===== config.mk =====
export PLATFORM = sky130hd
export DESIGN_NAME = mem_arbiter_flat
export DESIGN_NICKNAME = d
export VERILOG_FILES = /design/src/rtl/mem_arbiter_if.sv /design/src/rtl/mem_arbiter.sv /design/src/flat_wrapper.sv
export SDC_FILE = /design/constraint.sdc
export NUM_CORES = 1
export LEC_CHECK = 0
export ABC_AREA = 0
export BUFFER_PORTS_ARGS = -buffer_cell sky130_fd_sc_hd__buf_2
export CAP_MARGIN = 25
export CELL_PAD_IN_SITES_DETAIL_PLACEMENT = 1
export CELL_PAD_IN_SITES_GLOBAL_PLACEMENT = 1
export CORE_ASPECT_RATIO = 1.2
export CORE_MARGIN = 10
export CORE_UTILIZATION = 32
export CTS_CLUSTER_DIAMETER = 40
export DETAILED_ROUTE_END_ITERATION = 10
export PLACE_DENSITY_LB_ADDON = 0.1
export SLEW_MARGIN = 40
export SYNTH_ARGS = -nofsm -noshare
export SYNTH_HDL_FRONTEND = slang
export SYNTH_SLANG_ARGS = --single-unit

===== constraint.sdc =====
create_clock -name clk_i -period 4.4 [get_ports clk_i]
set_input_delay 0.88 -clock clk_i [delete_from_list [all_inputs] [get_ports clk_i]]
set_output_delay 0.88 -clock clk_i [all_outputs]
set_load 0.02 [all_outputs]

===== src/rtl/mem_arbiter_if.sv =====
// Bus bundle between the two pipeline requesters, the arbiter and the shared memory.
//   Fetch port  : i_read, i_addr -> i_rdata, i_busywait
//   Data port   : d_read, d_write, d_addr, d_wdata -> d_rdata, d_busywait
//   Memory port : m_read, m_write, m_addr, m_wdata -> memory; m_rdata, m_ready <- memory
//   Status      : error (sticky timeout flag)
// The slave modport is the arbiter's view; the master modport is the environment's
// view (requesters plus memory).
interface mem_arbiter_if;
  logic        i_read;
  logic [31:0] i_addr;
  logic [31:0] i_rdata;
  logic        i_busywait;
  logic        d_read;
  logic        d_write;
  logic [31:0] d_addr;
  logic [31:0] d_wdata;
  logic [31:0] d_rdata;
  logic        d_busywait;
  logic        m_read;
  logic        m_write;
  logic [31:0] m_addr;
  logic [31:0] m_wdata;
  logic [31:0] m_rdata;
  logic        m_ready;
  logic        error;

  modport slave (
    input  i_read, i_addr, d_read, d_write, d_addr, d_wdata, m_rdata, m_ready,
    output i_rdata, i_busywait, d_rdata, d_busywait, m_read, m_write, m_addr, m_wdata, error
  );

  modport master (
    output i_read, i_addr, d_read, d_write, d_addr, d_wdata, m_rdata, m_ready,
    input  i_rdata, i_busywait, d_rdata, d_busywait, m_read, m_write, m_addr, m_wdata, error
  );
endinterface


===== src/rtl/mem_arbiter.sv =====
// Round-robin arbiter sharing one single-port memory between the fetch stage (read-only
// port) and the memory-access stage (read/write port). Each access runs through a
// registered FSM IDLE -> ACC -> DONE -> IDLE; the requester's busywait drops only in its
// DONE cycle. A per-access watchdog ends an access that never sees m_ready and sets a
// sticky error flag.
// Ports:
//   clk_i   : clock, rising edge
//   rst_i   : asynchronous active-high reset
//   bus_io  : mem_arbiter_if.slave (fetch, data, memory and error signals)
// Parameter Timeout: cycles an access may wait for m_ready; 0 disables the watchdog.
module mem_arbiter #(
  parameter int unsigned Timeout = 255
) (
  input  logic         clk_i,
  input  logic         rst_i,
  mem_arbiter_if.slave bus_io
);

  localparam int unsigned CntW = ($clog2(Timeout + 1) > 8) ? $clog2(Timeout + 1) : 8;

  typedef enum logic [2:0] {StIdle, StIAcc, StDAcc, StIDone, StDDone} state_e;

  state_e          state_q;
  logic            last_d_q;  // 1: data port was served most recently
  logic [CntW-1:0] cnt_q;
  logic [31:0]     i_rdata_q;
  logic [31:0]     d_rdata_q;
  logic [31:0]     m_addr_q;
  logic [31:0]     m_wdata_q;
  logic            m_read_q;
  logic            m_write_q;
  logic            error_q;

  logic i_req;
  logic d_req;
  logic timed_out;

  assign i_req     = bus_io.i_read;
  assign d_req     = bus_io.d_read | bus_io.d_write;
  assign timed_out = (Timeout != 0) && (cnt_q == CntW'(Timeout));

  always_ff @(posedge clk_i or posedge rst_i) begin
    if (rst_i) begin
      state_q   <= StIdle;
      last_d_q  <= 1'b0;
      cnt_q     <= '0;
      i_rdata_q <= '0;
      d_rdata_q <= '0;
      m_addr_q  <= '0;
      m_wdata_q <= '0;
      m_read_q  <= 1'b0;
      m_write_q <= 1'b0;
      error_q   <= 1'b0;
    end else begin
      unique case (state_q)
        StIdle: begin
          // Data wins when alone, or when both request and fetch was served last.
          if (d_req && (!i_req || !last_d_q)) begin
            state_q   <= StDAcc;
            m_addr_q  <= bus_io.d_addr;
            m_write_q <= bus_io.d_write;  // read+write together is a write
            m_read_q  <= ~bus_io.d_write;
            m_wdata_q <= bus_io.d_write ? bus_io.d_wdata : '0;
            cnt_q     <= '0;
          end else if (i_req) begin
            state_q   <= StIAcc;
            m_addr_q  <= bus_io.i_addr;
            m_write_q <= 1'b0;
            m_read_q  <= 1'b1;
            m_wdata_q <= '0;
            cnt_q     <= '0;
          end
        end
        StIAcc: begin
          if (bus_io.m_ready || timed_out) begin
            i_rdata_q <= bus_io.m_ready ? bus_io.m_rdata : '0;
            if (!bus_io.m_ready) error_q <= 1'b1;
            m_read_q  <= 1'b0;
            m_write_q <= 1'b0;
            last_d_q  <= 1'b0;
            state_q   <= StIDone;
          end else begin
            cnt_q <= cnt_q + CntW'(1);
          end
        end
        StDAcc: begin
          if (bus_io.m_ready || timed_out) begin
            // Writes leave d_rdata untouched, even when they time out.
            if (m_read_q) d_rdata_q <= bus_io.m_ready ? bus_io.m_rdata : '0;
            if (!bus_io.m_ready) error_q <= 1'b1;
            m_read_q  <= 1'b0;
            m_write_q <= 1'b0;
            last_d_q  <= 1'b1;
            state_q   <= StDDone;
          end else begin
            cnt_q <= cnt_q + CntW'(1);
          end
        end
        StIDone, StDDone: state_q <= StIdle;
        default:          state_q <= StIdle;
      endcase
    end
  end

  // Combinational so the stall follows the request even while in reset.
  assign bus_io.i_busywait = i_req & (state_q != StIDone);
  assign bus_io.d_busywait = d_req & (state_q != StDDone);

  assign bus_io.i_rdata = i_rdata_q;
  assign bus_io.d_rdata = d_rdata_q;
  assign bus_io.m_read  = m_read_q;
  assign bus_io.m_write = m_write_q;
  assign bus_io.m_addr  = m_addr_q;
  assign bus_io.m_wdata = m_wdata_q;
  assign bus_io.error   = error_q;

endmodule


===== src/flat_wrapper.sv =====
// flat-port wrapper written by rule: the top's interface ports become plain ports
module mem_arbiter_flat 
#(
  parameter int unsigned Timeout = 255
)
  (clk_i, rst_i, bus_io_i_read, bus_io_i_addr, bus_io_d_read, bus_io_d_write, bus_io_d_addr, bus_io_d_wdata, bus_io_m_rdata, bus_io_m_ready, bus_io_i_rdata, bus_io_i_busywait, bus_io_d_rdata, bus_io_d_busywait, bus_io_m_read, bus_io_m_write, bus_io_m_addr, bus_io_m_wdata, bus_io_error);
  mem_arbiter_if bus_io_i ();
  input  logic clk_i;
  input  logic rst_i;
  input wire logic [$bits(bus_io_i.i_read)-1:0] bus_io_i_read;
  input wire logic [$bits(bus_io_i.i_addr)-1:0] bus_io_i_addr;
  input wire logic [$bits(bus_io_i.d_read)-1:0] bus_io_d_read;
  input wire logic [$bits(bus_io_i.d_write)-1:0] bus_io_d_write;
  input wire logic [$bits(bus_io_i.d_addr)-1:0] bus_io_d_addr;
  input wire logic [$bits(bus_io_i.d_wdata)-1:0] bus_io_d_wdata;
  input wire logic [$bits(bus_io_i.m_rdata)-1:0] bus_io_m_rdata;
  input wire logic [$bits(bus_io_i.m_ready)-1:0] bus_io_m_ready;
  output wire logic [$bits(bus_io_i.i_rdata)-1:0] bus_io_i_rdata;
  output wire logic [$bits(bus_io_i.i_busywait)-1:0] bus_io_i_busywait;
  output wire logic [$bits(bus_io_i.d_rdata)-1:0] bus_io_d_rdata;
  output wire logic [$bits(bus_io_i.d_busywait)-1:0] bus_io_d_busywait;
  output wire logic [$bits(bus_io_i.m_read)-1:0] bus_io_m_read;
  output wire logic [$bits(bus_io_i.m_write)-1:0] bus_io_m_write;
  output wire logic [$bits(bus_io_i.m_addr)-1:0] bus_io_m_addr;
  output wire logic [$bits(bus_io_i.m_wdata)-1:0] bus_io_m_wdata;
  output wire logic [$bits(bus_io_i.error)-1:0] bus_io_error;
  assign bus_io_i.i_read = bus_io_i_read;
  assign bus_io_i.i_addr = bus_io_i_addr;
  assign bus_io_i.d_read = bus_io_d_read;
  assign bus_io_i.d_write = bus_io_d_write;
  assign bus_io_i.d_addr = bus_io_d_addr;
  assign bus_io_i.d_wdata = bus_io_d_wdata;
  assign bus_io_i.m_rdata = bus_io_m_rdata;
  assign bus_io_i.m_ready = bus_io_m_ready;
  assign bus_io_i_rdata = bus_io_i.i_rdata;
  assign bus_io_i_busywait = bus_io_i.i_busywait;
  assign bus_io_d_rdata = bus_io_i.d_rdata;
  assign bus_io_d_busywait = bus_io_i.d_busywait;
  assign bus_io_m_read = bus_io_i.m_read;
  assign bus_io_m_write = bus_io_i.m_write;
  assign bus_io_m_addr = bus_io_i.m_addr;
  assign bus_io_m_wdata = bus_io_i.m_wdata;
  assign bus_io_error = bus_io_i.error;
  mem_arbiter #(.Timeout(Timeout)) u_core (.clk_i(clk_i), .rst_i(rst_i), .bus_io(bus_io_i));
endmodule

After elaboration in Yosys (flattened, before gate mapping) --
Cells that the tools add are included.
Word-level totals: register bits after elaboration 143, input port bits 134, logic and storage cells 68
Operators by class: equal/unequal tests 10, $add $sub $neg 1, reductions and logical operators 18, muxes and demuxes 24, bitwise operators 5
Operators by type and width (number):
- two-way mux 32 bit | 6
- two-way mux 8 bit | 3
- AND reduction 3 bit | 6
- one-hot mux 8 bit (2 select lines) | 1
- two-way mux 3 bit | 4
- one-hot mux 3 bit (3 select lines) | 1
- adder 8 x 1 -> 8 bit, second input constant | 1
- equality test 8 bit, second input constant | 1
- two-way mux 1 bit | 6
- inequality test 2 x 1 -> 1 bit, second input constant | 3
- inequality test 3 x 2 -> 1 bit, second input constant | 2
- one-hot mux 1 bit (2 select lines) | 3
- nonzero test 2 bit | 3
- AND reduction 2 bit | 2
- equality test 3 x 1 -> 1 bit, second input constant | 1
- equality test 3 x 2 -> 1 bit, second input constant | 1
- logical NOT 3 bit | 1
- inequality test 3 bit, second input constant | 1
- AND 1 bit | 2
- logical NOT 1 bit | 2
- logical OR 1 bit | 2
- inequality test 2 bit, second input constant | 1
- inverter 1 bit | 2
- OR reduction 2 bit | 1
- other kinds (2) | 2

Depth between registers and ports, before layout --
word-level depth 5, depth in mapped cells 7, depth with buffers taken out 5

Least setup slack after synthesis --
OpenSTA, ideal clock, no wires.
path kind input-to-output, start input port bus_io_i_read, end output port bus_io_i_busywait, data arrival time 1.389 ns, path slack 2.131 ns, buffers on the path 0, stages 1, cell sequence a21boi_0
On the way: word-level cells in the longest chain between the ends 1
Ends and longest elaborated chain:
- from (decl) | RTL line flat_wrapper.sv:10 | input wire logic [$bits(bus_io_i.i_read)-1:0] bus_io_i_read;
- AND 1 bit | RTL line mem_arbiter.sv:106 | assign bus_io.i_busywait = i_req & (state_q != StIDone);
- to (decl) | RTL line flat_wrapper.sv:19 | output wire logic [$bits(bus_io_i.i_busywait)-1:0] bus_io_i_busywait;
No other way between the ends.

Worst setup path after layout --
start register u_core.state_q[1], end output port bus_io_i_busywait
On the way: word-level cells in the longest chain between the ends 2
Ends and longest elaborated chain:
- from (decl) | RTL line mem_arbiter.sv:23 | state_e state_q;
- from (signal assigned) | RTL line mem_arbiter.sv:44 | state_q <= StIdle;
- from (signal assigned) | RTL line mem_arbiter.sv:59 | state_q <= StDAcc;
- from (signal assigned) | RTL line mem_arbiter.sv:66 | state_q <= StIAcc;
- inequality test 3 x 2 -> 1 bit | RTL line mem_arbiter.sv:106
- AND 1 bit | RTL line mem_arbiter.sv:106
No other way between the ends.

==> key figures <==
Layout
  – Core Util, Final: 0.434
  – Fill count: 2195
  – Post-layout net count: 902
  – Share of cells above drive strength 1: 0.444
  – Synthesis-to-finish area growth: 33.5%
  – Antenna Cells: 0

Critical path
  – WP buf/inv: 1
  – Crit-path slowest cell: dfrtp_1
  – WP depth: 3
  – Crit. End Element: primary output
  – Worst path top cell family by delay: flip-flops
  – CP peak stage delay: 0.57 ns
  – Data arrival time of the worst path: 1.63 ns
  – Crit path kind: reg2out
  – FF-to-FF path depth: 5
  – CP required: 3.52 ns
  – Crit-path max FO: 10
  – Worst Setup Start Kind: flip-flop
  – Crit-path cells: nor2b_1 -> a21boi_0 -> buf_2

Hold path
  – Worst min path class: reg2reg
  – Hold path depth: 2

Synth
  – Syn. warnings: 0
  – Synth area leader: dfrtp_1
  – Top cells by area, synth: dfrtp_1 58%, a32o_1 11%, nand2_1 6.1%, mux2i_1 5.2%, o21ai_2 3.7%
  – Post-synthesis sequential area ratio: 0.583
  – Post-synthesis cell area: 6140 um^2
  – Gate count after technology mapping: 516
  – Main synth FF type: dfrtp_1
  – Flops & latches, synth: 143
  – Syn avg cell area: 11.9 um^2
  – Top-area cell type share of the netlist area: 0.583
  – Async SR Flop Fraction: 1.00
  – Post-synth EDFFs: 0
  – Most numerous cell in the Yosys netlist: dfrtp_1
  – Net Count, Synth: 651
  – Most frequent cells after synthesis: 143 x dfrtp_1, 99 x nand2_1, 65 x a32o_1, 32 x mux2i_1, 26 x o21ai_2
  – Count of different cell masters after synthesis: 45

Pwr
  – Switching Fraction: 0.419
  – Seq pwr share: 0.350
  – P_int: 3.79 mW
  – PD cells: 797 nW/um^2
  – Peak supply drop: 0.262 mV
  – Clock power frac: 0.222
  – Leakage power figure: 4.14 nW
  – Net switching power: 2.73 mW
  – Part of the power in combinational logic: 0.428

Route
  – Routed wl met2: 9890 um
  – 1st-pass router iterations: 6
  – WL met3: 1780 um
  – Drt initial violations: 184
  – DRT Wirelength: 19900 um
  – Drt wl/cell: 19.2 um
  – M1 wire length: 7940 um
  – DRC Markers: 0
  – Antenna-violating nets left: 0
  – DR vias: 5112
  – Vias per cell: 4.94
  – Max layer used: met5

Placement
  – Port buffer count: 266
  – Global placer's final weighted congestion: 0.755
  – Post-DP HPWL: 15000 um

STA
  – Fin. Hold Viols: 0
  – Post-layout min period: 2.51 ns
  – Fin crit share: 0.570
  – Clk_skew: 0.00898 ns
  – Setup_tns: 0 ns
  – Max-slew violation count: 0
  – Setup violations, final: 0
  – Top achievable clock speed: 399 MHz
  – RSZ-0062 raised after global routing: false
  – Slew @ Worst Pin: 0.711 ns
  – Slew HR: 0.525

Floorplan
  – Die Y: 172 um
  – Core area: 18900 um^2
  – Die Area: 25100 um^2
  – Top Ports: 267
  – Rows: 55
  – Overall die width: 146 um
  – Initial Utilization: 0.325

CTS
  – Clock Sinks: 143
  – Worst-path clk slew: 0.06 ns
  – Cts-stage hold buffer count: 0
  – Post-CTS repair timing setup buffer count: 0
  – CTS buffer count: 17
  – CTS tree: yes
  – Max Root-Sink Buffers: 2
  – Gates resized, CTS repair: 0
  – H-tree depth: 4
  – Root Driver: clkbuf_16
  – Skew-Pair Late Insertion Delay: 0.41 ns

Global route
  – Initial antenna violation count: 4
  – First-pass GRT wire length: 31200 um
  – Remaining Overflow, GRT: 0
  – Tot GR Track Use: 0.155
  – Largest net degree at the start of global routing: 70
  – Number of global-route vias before repair: 5639

Run
  – Max_cap viols: 0

Outcome
  – Outcome: completed
==> logic make-up after synthesis <==
family                   Yosys count  synth area share
AO/OA/AOI/OAI                    163             0.214
XOR/XNOR                           1           0.00143
adder cells (fa/ha/maj)            1           0.00204
buffers and inverters             49            0.0546
flip-flops                       143             0.583
multiplexers                      32            0.0522
AND/OR/NAND/NOR                  127            0.0930
==> registers in the layout, summed over array words and instances, names as in the netlist <==
| register | flops |
|---|---|
| u_core.bus_io.m_write | 1 |
| u_core.bus_io.d_rdata | 32 |
| u_core.state_q | 3 |
| u_core.last_d_q | 1 |
| u_core.bus_io.error | 1 |
| u_core.bus_io.m_wdata | 32 |
| u_core.cnt_q | 8 |
| u_core.bus_io.i_rdata | 32 |
| u_core.bus_io.m_read | 1 |
| u_core.bus_io.m_addr | 32 |
==> layout make-up <==
type                            instances  area, um^2  area share
Clock buffer                           19         433      0.0528
Tap cell                              256         320      0.0391
Timing Repair Buffer                  277        1440       0.176
Multi-Input combinational cell        324        2240       0.274
Sequential cell                       143        3580       0.437
Inverter                                4        20.0     0.00244
Clock inverter                         12         160      0.0196
==> through the flow <==
stage	instances	power (mW)	worst slack, ns	area [um^2]	hold slack, ns
5_1_grt	1035	6.99	1.75	8190	0.493
6_report	1035	6.53	1.89	8190	0.469
4_1_cts	1034	6.63	1.86	8170	0.473
2_1_floorplan	516	4.19	1.73	6140	0.486
3_5_place_dp	1003	5.15	1.44	7580	0.460
3_3_place_gp	1003	5.05	1.53	7580	0.459
==> final timing paths <==
path,startpoint,slack [ns],endpoint
min in group asynchronous,rst_i,0.57,u_core.bus_io.d_rdata[4]
setup / recovery,u_core.state_q[1],1.89,bus_io_i_busywait
hold / removal,u_core.bus_io.m_wdata[8],0.47,u_core.bus_io.m_wdata[8]
hold reg to reg,u_core.bus_io.m_wdata[8],0.47,u_core.bus_io.m_wdata[8]
setup reg to reg,u_core.state_q[1],2.15,u_core.bus_io.d_rdata[2]
max in group asynchronous,rst_i,2.98,u_core.bus_io.i_rdata[29]
==> worst register-to-register path: stages (launching register included) <==
cell,delay [ns]
dfrtp_1,0.57
nor2b_1,0.33
and3_1,0.19
buf_4,0.37
nand2_4,0.33
a32o_1,0.35
==> layout by cell type, fill, tap and decap left out, types with 5 or more instances in the layout <==
cell type,count
buf_2,266
dfrtp_1,143
nand2_1,99
a32o_1,65
mux2i_1,32
o21ai_2,26
o21ai_1,21
o21ai_0,21
clkbuf_16,17
buf_4,9
a21oi_1,5
clkinvlp_4,5
a31oi_1,5
nand3_1,5
==> metal layers <==
| metal | global-route usage | up-vias |
|---|---|---|
| li1 | - | 2412 |
| met1 | 0.170 | 2504 |
| met2 | 0.262 | 167 |
| met3 | 0.0775 | 21 |
| met4 | 0.0423 | 8 |
| met5 | 0 | - |
==> power by group through the flow <==
stage | Combinational (mW) | Clock, mW | Sequential [mW]
finish | 2.79 | 1.45 | 2.28
global route | 3.08 | 1.55 | 2.36
CTS | 2.84 | 1.50 | 2.29
detailed placement | 2.84 | 0 | 2.30
global placement | 2.77 | 0 | 2.28
floorplan | 1.28 | 0 | 2.91
Power figures use the tool's default switching activity.
